[config.mk]
export PLATFORM = sky130hd
export DESIGN_NAME = truth_table_scanner_flat
export DESIGN_NICKNAME = d
export VERILOG_FILES = /design/src/rtl/truth_table_scanner_if.sv /design/src/rtl/truth_table_scanner.sv /design/src/flat_wrapper.sv
export SDC_FILE = /design/constraint.sdc
export NUM_CORES = 1
export LEC_CHECK = 0
export ABC_AREA = 1
export CAP_MARGIN = 0
export CORE_ASPECT_RATIO = 1.1
export CORE_MARGIN = 1
export CORE_UTILIZATION = 30
export CTS_CLUSTER_SIZE = 10
export DETAILED_ROUTE_END_ITERATION = 8
export PLACE_DENSITY = 0.52
export SLEW_MARGIN = 10
export SYNTH_ARGS = -nofsm -noshare
export SYNTH_HDL_FRONTEND = slang
export SYNTH_SLANG_ARGS = --single-unit
[constraint.sdc]
create_clock -name clk -period 3.2 [get_ports clk]
set_clock_uncertainty 0.2 [all_clocks]
set_input_delay 0.64 -clock clk [delete_from_list [all_inputs] [get_ports clk]]
set_output_delay 0.64 -clock clk [all_outputs]
set_load 0.005 [all_outputs]
[src/rtl/truth_table_scanner_if.sv]
// Bundle of signals between truth_table_scanner and its environment.
//
// Parameter:
//   N          number of function inputs (1..4)
// Signals:
//   start      pulse to begin a scan (environment -> scanner)
//   vars       current input combination driven to the functions under test
//   f_a, f_b   outputs of the two implementations being compared
//   busy       high while a scan is running
//   done       one-cycle pulse when results become valid
//   minterms   bit i = f_a at vars==i
//   maxterms   bit i = ~f_a at vars==i
//   ones       population count of minterms
//   equal      f_a matched f_b at every index of the last scan
//   first_diff lowest mismatching index (meaningful only when equal==0)
//
// Handshake: start is a level sampled on the rising clock edge and takes
// effect only while the scanner is idle; done is a single-cycle pulse that
// needs no acknowledge, and results remain stable until the next accepted
// start.
interface truth_table_scanner_if #(
    parameter int N = 2
);
    logic              start;
    logic [N-1:0]      vars;
    logic              f_a;
    logic              f_b;
    logic              busy;
    logic              done;
    logic [(1<<N)-1:0] minterms;
    logic [(1<<N)-1:0] maxterms;
    logic [N:0]        ones;
    logic              equal;
    logic [N-1:0]      first_diff;

    // Environment side: issues start, supplies function outputs.
    modport master (
        output start, f_a, f_b,
        input  vars, busy, done, minterms, maxterms, ones, equal, first_diff
    );

    // Scanner side.
    modport slave (
        input  start, f_a, f_b,
        output vars, busy, done, minterms, maxterms, ones, equal, first_diff
    );
endinterface

[src/rtl/truth_table_scanner.sv]
// Sequential truth-table extractor. Steps vars through 0 .. 2^N-1, waits
// SETTLE idle cycles at each combination, samples f_a and f_b, and builds
// the minterm/maxterm lists, the count of ones, and an equivalence flag with
// the lowest mismatching index.
//
// Parameters:
//   N          number of function inputs (1..4)
//   SETTLE     idle cycles between driving vars and sampling (0..15)
// Ports:
//   clk        rising-edge clock
//   rst_n      asynchronous active-low reset
//   bus        truth_table_scanner_if slave modport (start, vars, f_a, f_b,
//              busy, done, minterms, maxterms, ones, equal, first_diff)
//   state_dbg  current FSM state, for observation only
module truth_table_scanner #(
    parameter int N      = 2,
    parameter int SETTLE = 1
) (
    input  logic                         clk,
    input  logic                         rst_n,
    truth_table_scanner_if.slave         bus,
    output logic [1:0]                   state_dbg
);

    typedef enum logic [1:0] {
        IDLE   = 2'd0,
        WAIT   = 2'd1,
        SAMPLE = 2'd2,
        FINISH = 2'd3
    } state_t;

    localparam logic [3:0]   SETTLE_V = 4'(SETTLE);
    localparam logic [N-1:0] LAST     = {N{1'b1}};
    localparam logic [N-1:0] ONE      = N'(1);

    state_t            state;
    logic [3:0]        cnt;
    logic [N-1:0]      vars;
    logic              busy;
    logic              done;
    logic [(1<<N)-1:0] minterms;
    logic [(1<<N)-1:0] maxterms;
    logic [N:0]        ones;
    logic              equal;
    logic [N-1:0]      first_diff;

    // When there is no settle time the scanner goes straight from driving a
    // combination to sampling it on the next edge.
    localparam state_t AFTER_DRIVE = (SETTLE == 0) ? SAMPLE : WAIT;

    always_ff @(posedge clk or negedge rst_n) begin
        if (!rst_n) begin
            state      <= IDLE;
            cnt        <= 4'd0;
            vars       <= '0;
            busy       <= 1'b0;
            done       <= 1'b0;
            minterms   <= '0;
            maxterms   <= '0;
            ones       <= '0;
            equal      <= 1'b0;
            first_diff <= '0;
        end else begin
            case (state)
                IDLE: begin
                    if (bus.start) begin
                        busy       <= 1'b1;
                        vars       <= '0;
                        minterms   <= '0;
                        maxterms   <= '0;
                        ones       <= '0;
                        equal      <= 1'b1;
                        first_diff <= '0;
                        cnt        <= SETTLE_V;
                        state      <= AFTER_DRIVE;
                    end
                end

                WAIT: begin
                    // Counter reading 1 means this is the last idle cycle.
                    cnt <= cnt - 4'd1;
                    if (cnt == 4'd1) begin
                        state <= SAMPLE;
                    end
                end

                SAMPLE: begin
                    minterms[vars] <= bus.f_a;
                    maxterms[vars] <= ~bus.f_a;
                    ones           <= ones + (N+1)'(bus.f_a);
                    // Only the first mismatch is recorded.
                    if ((bus.f_a != bus.f_b) && equal) begin
                        equal      <= 1'b0;
                        first_diff <= vars;
                    end
                    if (vars == LAST) begin
                        vars  <= '0;
                        busy  <= 1'b0;
                        done  <= 1'b1;
                        state <= FINISH;
                    end else begin
                        vars  <= vars + ONE;
                        cnt   <= SETTLE_V;
                        state <= AFTER_DRIVE;
                    end
                end

                FINISH: begin
                    // start is deliberately not looked at here.
                    done  <= 1'b0;
                    state <= IDLE;
                end

                default: begin
                    state <= IDLE;
                end
            endcase
        end
    end

    assign bus.vars       = vars;
    assign bus.busy       = busy;
    assign bus.done       = done;
    assign bus.minterms   = minterms;
    assign bus.maxterms   = maxterms;
    assign bus.ones       = ones;
    assign bus.equal      = equal;
    assign bus.first_diff = first_diff;
    assign state_dbg      = state;

endmodule

[src/flat_wrapper.sv]
// flat-port wrapper written by rule: the top's interface ports become plain ports
module truth_table_scanner_flat 
#(
    parameter int N      = 2,
    parameter int SETTLE = 1
)
  (clk, rst_n, state_dbg, bus_start, bus_f_a, bus_f_b, bus_vars, bus_busy, bus_done, bus_minterms, bus_maxterms, bus_ones, bus_equal, bus_first_diff);
  truth_table_scanner_if #(.N(N)) bus_i ();
  input  logic clk;
  input  logic rst_n;
  output logic [1:0] state_dbg;
  input wire logic [$bits(bus_i.start)-1:0] bus_start;
  input wire logic [$bits(bus_i.f_a)-1:0] bus_f_a;
  input wire logic [$bits(bus_i.f_b)-1:0] bus_f_b;
  output wire logic [$bits(bus_i.vars)-1:0] bus_vars;
  output wire logic [$bits(bus_i.busy)-1:0] bus_busy;
  output wire logic [$bits(bus_i.done)-1:0] bus_done;
  output wire logic [$bits(bus_i.minterms)-1:0] bus_minterms;
  output wire logic [$bits(bus_i.maxterms)-1:0] bus_maxterms;
  output wire logic [$bits(bus_i.ones)-1:0] bus_ones;
  output wire logic [$bits(bus_i.equal)-1:0] bus_equal;
  output wire logic [$bits(bus_i.first_diff)-1:0] bus_first_diff;
  assign bus_i.start = bus_start;
  assign bus_i.f_a = bus_f_a;
  assign bus_i.f_b = bus_f_b;
  assign bus_vars = bus_i.vars;
  assign bus_busy = bus_i.busy;
  assign bus_done = bus_i.done;
  assign bus_minterms = bus_i.minterms;
  assign bus_maxterms = bus_i.maxterms;
  assign bus_ones = bus_i.ones;
  assign bus_equal = bus_i.equal;
  assign bus_first_diff = bus_i.first_diff;
  truth_table_scanner #(.N(N), .SETTLE(SETTLE)) u_core (.clk(clk), .rst_n(rst_n), .bus(bus_i), .state_dbg(state_dbg));
endmodule
==> impl_metrics.py, run 1 <==
metrics = {
    "drt": {
        "first_iter_violations": 29,
        "post_drt_wl_per_cell_um": 11.9,
        "routed_wl_um": 2510,
        "drc_errors": 0,
        "routed-via-count": 954,
        "vias_per_cell": 4.54,
        "ant_nets": 0,
        "first_pass_iters": 4,
    },
    "global_route": {
        "grt_pass1_wl_um": 4230,
        "grt_max_degree": 25,
        "grtUsageTotal_pct": 14.0,
        "first_global_vias": 957,
        "overflow": 0,
        "antenna_found_initial": 0,
    },
    "critical_path": {
        "critPathKind": "reg2out",
        "cpPeakStageDelay_ps": 540,
        "worst-path-max-fanout": 5,
        "rr_startpoint": "u_core.bus.vars[0]",
        "cp-start-kind": "register",
        "crit_path_cell_trace": "clkdlybuf4s50_1",
        "crit_required_ps": 2360,
        "critPathArrivalTime_ps": 1260,
        "cp-startpoint": "u_core.state_dbg[1]",
        "crit_family": "buffers and inverters",
        "worst_path_max_delay_cell": "clkdlybuf4s50_1",
        "end_kind": "output pin",
        "crit_buf_inv": 1,
    },
    "yosys": {
        "yosysUniqueCellTypes": 18,
        "synth_area_per_cell_um2": 8.89,
        "ys_seq_area_share_pct": 51.2,
        "yosysWarnings": 0,
        "netlist_instances": 132,
        "ys_ff_latch": 24,
        "syn_area_um2": 1170,
        "yosysTopAreaCell": "dfrtp_1",
        "synth_fp_nets": 145,
        "synthTopCellsByArea": "dfrtp_1 51%, nand2_1 12%, ha_1 8.5%",
        "synth_top_area_share_pct": 51.2,
    },
    "place": {
        "portBuffers": 24,
        "gp_congestion": 0.730,
        "dp_hpwl_um": 1780,
        "dpl.cell_count": 206,
        "dpl_cell_area_um2": 1460,
    },
    "hold_path": {
        "hp-class": "reg2reg",
        "holdCritStartpoint": "u_core.bus.busy",
    },
    "timing": {
        "hold_violations": 0,
        "finalSetupViolCount": 0,
        "rsz0062_at_grt": "no",
        "max-slew-margin-rel_pct": 79.2,
        "min_period_ps": 2100,
        "clock.fmax_ghz": 0.476,
        "tightest_slew_ps": 313,
        "hold_ws_ps": 294,
        "final.setup.tns_ps": 0,
        "finalCritPeriodShare_pct": 65.7,
        "slew_violations": 0,
    },
    "cts": {
        "cts_sinks": 24,
        "worstSkewPairLatency_ps": 260,
        "cts_buffers": 3,
        "postCtsHoldBufs": 0,
        "clockBufferDepth": 2,
        "clkTransAtPathRegs_ps": 90,
        "cts_resized": 0,
        "post_cts_buffers": 0,
        "cts_tree": "built",
        "h-tree-depth": 1,
        "root_buffer": "clkbuf_8",
    },
    "floorplan": {
        "design.die.area_um2": 4170,
        "core_area_um2": 3680,
        "rows": 23,
        "io_pins": 25,
        "die_h_um": 67.6,
        "initial_utilization_pct": 31.9,
        "die_w_um": 61.6,
    },
    "cells_and_area": {
        "area_growth_syn_to_layout_pct": 29.4,
        "final_cells": 210,
        "final_cell_mix": "38 x nand2_1, 24 x clkdlybuf4s50_1, 24 x dfrtp_1",
        "insertedDiodeCount": 0,
        "nets": 174,
        "final_common_cell": "nand2_1",
        "fin_area_um2": 1520,
        "drive_gt1_share_pct": 9.38,
    },
    "status": {
        "status": "completed",
    },
    "power": {
        "p_leak_nw": 0.759,
        "peakVddDrop_v": 0.000245,
        "powerDensity_nw_per_um2": 745,
    },
    "flow_run": {
        "max_cap_viol_count": 0,
    },
}
## layer usage
| layer | global-route usage (%) | vias up | wire [µm] |
|---|---|---|---|
| li1 | - | 479 | - |
| met1 | 18.7 | 457 | 1220 |
| met2 | 22.3 | 16 | 1190 |
| met3 | 2.68 | 2 | 75 |
| met4 | 5.00 | 0 | 20 |
| met5 | 0 | - | 0 |
## worst reg2reg max path, cell delays in order, from the launching register on
cell and delay [ps]:
dfrtp_1 450, ha_1 280, o21ai_0 250, nand2_1 170, nand2_1 80, o21ai_0 80
## path summary, 6_finish.rpt
check | end | slack, ps | cells after the start
worst max-delay path | state_dbg[1] | 1100 | 1
worst min-delay path | u_core.bus.busy | 290 | 2
worst max register to register | u_core.cnt[1] | 1590 | 5
worst min register to register | u_core.bus.busy | 290 | 2
max in group asynchronous | u_core.bus.ones[0] | 2030 | 2
min in group asynchronous | u_core.cnt[2] | 530 | 2
## stage by stage
step	util [%]	setup slack (ps)	total power, W
6_report	41.2	1100	0.00113
5_1_grt	41.2	1040	0.00124
4_1_cts	41.2	1090	0.00115
3_5_place_dp	39.7	925	0.000935
3_3_place_gp	39.7	962	0.000922
2_1_floorplan	-	1520	0.000742
## kinds of logic (layout without fill, tap and decap cells)
logic type / count (synthesis) / count (layout) / synth area share, %
and+or+nand+nor: 72 / 72 / 28.0
buffers and inverters: 14 / 42 / 6.29
DFF: 24 / 24 / 51.2
adders and majority gates: 8 / 8 / 8.53
AOI/OAI and AO/OA: 14 / 14 / 5.97
## synthesized netlist by cell type
library cell,n
ha_1,8
nor2_1,10
nand3_1,15
inv_1,10
buf_12,1
clkinv_4,1
nand3_4,1
o21ai_1,1
o21ai_0,8
a21oi_1,5
nand2_1,38
nand3b_1,1
nand2_2,3
dfrtp_1,24
inv_2,2
nand2_4,1
nand4_1,1
or2_2,2
## flip-flops by register name, summed over array words and instances (netlist names), 2 cells and up
name,count
u_core.bus.first_diff,2
u_core.bus.maxterms,4
u_core.bus.minterms,4
u_core.bus.ones,3
u_core.bus.vars,2
u_core.cnt,4
u_core.state_dbg,2
## layout make-up
| class | instances | area (µm²) |
|---|---|---|
| inverter | 13 | 53.8 |
| multi-input combinational | 94 | 499 |
| fill | 396 | 2160 |
| sequential | 24 | 601 |
| timing repair buffer | 25 | 248 |
| clock buffer | 4 | 55.1 |
| tap | 50 | 62.6 |
## where the power goes
part | switching, W | total [W] | internal [W]
registers | 0.0000681 | 0.000454 | 0.000386
logic | 0.000256 | 0.000469 | 0.000213
clock network | 0.0000985 | 0.000208 | 0.000110
total | 0.000423 | 0.00113 | 0.000709
Power figures use the tool's default switching activity.
==> run 2: changes to the inputs <==
- PLACE_DENSITY: 0.52 -> 0.54
- clock period: 3.2 -> 1.8 ns (I/O delays scaled with it)
==> run 2 against run 1 <==
Net effect: setup slack lost 1100 ps; flip-flop and latch count is the same; sequential power grew 73%; total power grew 84%; core utilization grew 1.9 points; critical path depth is the same; clock power grew 73%; critical path type unchanged; global-route usage shrank 0.47 points; routed wire length grew 2.9%.
==> impl_metrics.py, run 2 (synthesis gave the netlist of run 1 again) <==
metrics = {
    "status": {
        "status": "completed",
    },
    "drt": {
        "post_drt_wl_per_cell_um": 11.8,
        "drc_errors": 0,
        "first_pass_iters": 4,
        "ant_nets": 0,
        "routed-via-count": 999,
        "first_iter_violations": 44,
        "routed_wl_um": 2580,
        "vias_per_cell": 4.56,
    },
    "global_route": {
        "antenna_found_initial": 0,
        "grt_pass1_wl_um": 4100,
        "overflow": 0,
        "grt_max_degree": 25,
        "first_global_vias": 941,
        "grtUsageTotal_pct": 13.5,
    },
    "cells_and_area": {
        "ff_latch_area_um2": 602,
        "drive_gt1_share_pct": 14.8,
        "area_growth_syn_to_layout_pct": 35.3,
        "fin_util_pct": 43.1,
        "nets": 183,
        "insertedDiodeCount": 0,
        "multiInputGateArea_um2": 499,
        "fill_cells": 392,
        "final_cell_mix": "38 x nand2_1, 24 x clkdlybuf4s50_1, 23 x dfrtp_1",
        "final_common_cell": "nand2_1",
        "fin_area_um2": 1590,
        "reg_top3": "u_core.bus.maxterms: 4 flops, u_core.bus.minterms: 4 flops, u_core.cnt: 4 flops",
    },
    "timing": {
        "fin_ws_ps": 39.0,
        "min_period_ps": 1760,
        "clock.fmax_ghz": 0.568,
        "hold_ws_ps": 259,
        "slew_violations": 0,
        "finalSetupViolCount": 0,
        "final.setup.tns_ps": 0,
        "rsz0062_at_grt": "no",
        "max-slew-margin-rel_pct": 79.3,
        "tightest_slew_ps": 310,
        "hold_violations": 0,
        "finalCritPeriodShare_pct": 97.8,
    },
    "power": {
        "peakVddDrop_v": 0.000524,
        "p_leak_nw": 0.805,
        "powerDensity_nw_per_um2": 1310,
    },
    "cts": {
        "cts_sinks": 24,
        "worstSkewPairLatency_ps": 260,
        "cts_buffers": 3,
        "clockBufferDepth": 2,
        "postCtsHoldBufs": 0,
        "root_buffer": "clkbuf_8",
        "cts_tree": "built",
        "clkTransAtPathRegs_ps": 80,
        "h-tree-depth": 1,
    },
    "critical_path": {
        "end_kind": "output pin",
        "critPathArrivalTime_ps": 1200,
        "crit_family": "buffers and inverters",
        "worst_path_max_delay_cell": "clkdlybuf4s50_1",
        "critPathKind": "reg2out",
        "crit_path_cell_trace": "clkdlybuf4s50_1",
        "cp-start-kind": "register",
        "crit_required_ps": 1240,
        "cpPeakStageDelay_ps": 530,
        "crit_buf_inv": 1,
        "worst-path-max-fanout": 3,
    },
    "flow_run": {
        "max_cap_viol_count": 0,
    },
    "place": {
        "portBuffers": 24,
        "dp_hpwl_um": 1850,
        "dpl_cell_area_um2": 1480,
        "gp_congestion": 0.716,
        "pre_cts_slack_ps": -120,
    },
    "floorplan": {
        "rows": 23,
        "die_h_um": 67.6,
        "io_pins": 25,
        "design.die.area_um2": 4170,
        "core_area_um2": 3680,
        "die_w_um": 61.6,
        "initial_utilization_pct": 31.9,
    },
    "hold_path": {
        "hp-class": "in2async",
    },
}
-- run 2: changes by cell type in the layout (fill, tap and decap cells not counted), sizes merged --
cell	delta
buf	+9
-- run 2: where the power goes --
group,total (W),internal [W],switching (W)
logic,0.000940,0.000442,0.000498
clock network,0.000359,0.000195,0.000164
registers,0.000787,0.000689,0.0000981
-- run 2: stage by stage --
step / cells / total power (W)
after floorplan: 132 / 0.00132
after global placement: 208 / 0.00164
after detailed placement: 208 / 0.00166
after CTS: 213 / 0.00205
after global routing: 219 / 0.00226
final: 219 / 0.00209
-- run 2: final timing paths --
| path | slack [ps] | startpoint | cells past startpoint | endpoint |
|---|---|---|---|---|
| max | 40 | u_core.bus.ones[2] | 1 | bus_ones[2] |
| min | 260 | rst_n | 2 | u_core.bus.ones[2] |
| max reg2reg | 110 | u_core.bus.vars[0] | 6 | u_core.cnt[1] |
| min reg2reg | 270 | u_core.bus.done | 2 | u_core.bus.done |
| max in group asynchronous | 890 | rst_n | 2 | u_core.state_dbg[1] |
| min in group clk | 270 | u_core.bus.done | 2 | u_core.bus.done |
-- run 2: final cells by class --
type                            instances  share of cell area, %
Tap cell                               50                   3.94
Multi-Input combinational cell         94                   31.4
Sequential cell                        24                   37.9
Clock buffer                            4                   3.47
Inverter                               13                   3.39
Timing Repair Buffer                   34                   19.9
-- run 2: per-layer routing --
layer	wire, µm	track usage, %	part of all wire [%]
met5	0	0	0
met4	25	5.00	0.97
met3	68	2.11	2.6
met2	1270	22.7	49
met1	1210	17.3	47
-- run 2: timing repair --
action                                  4_1_cts  5_1_grt
endpoints found under the setup margin        2        5
gates resized for setup                       1        0
buffers inserted                              1        6
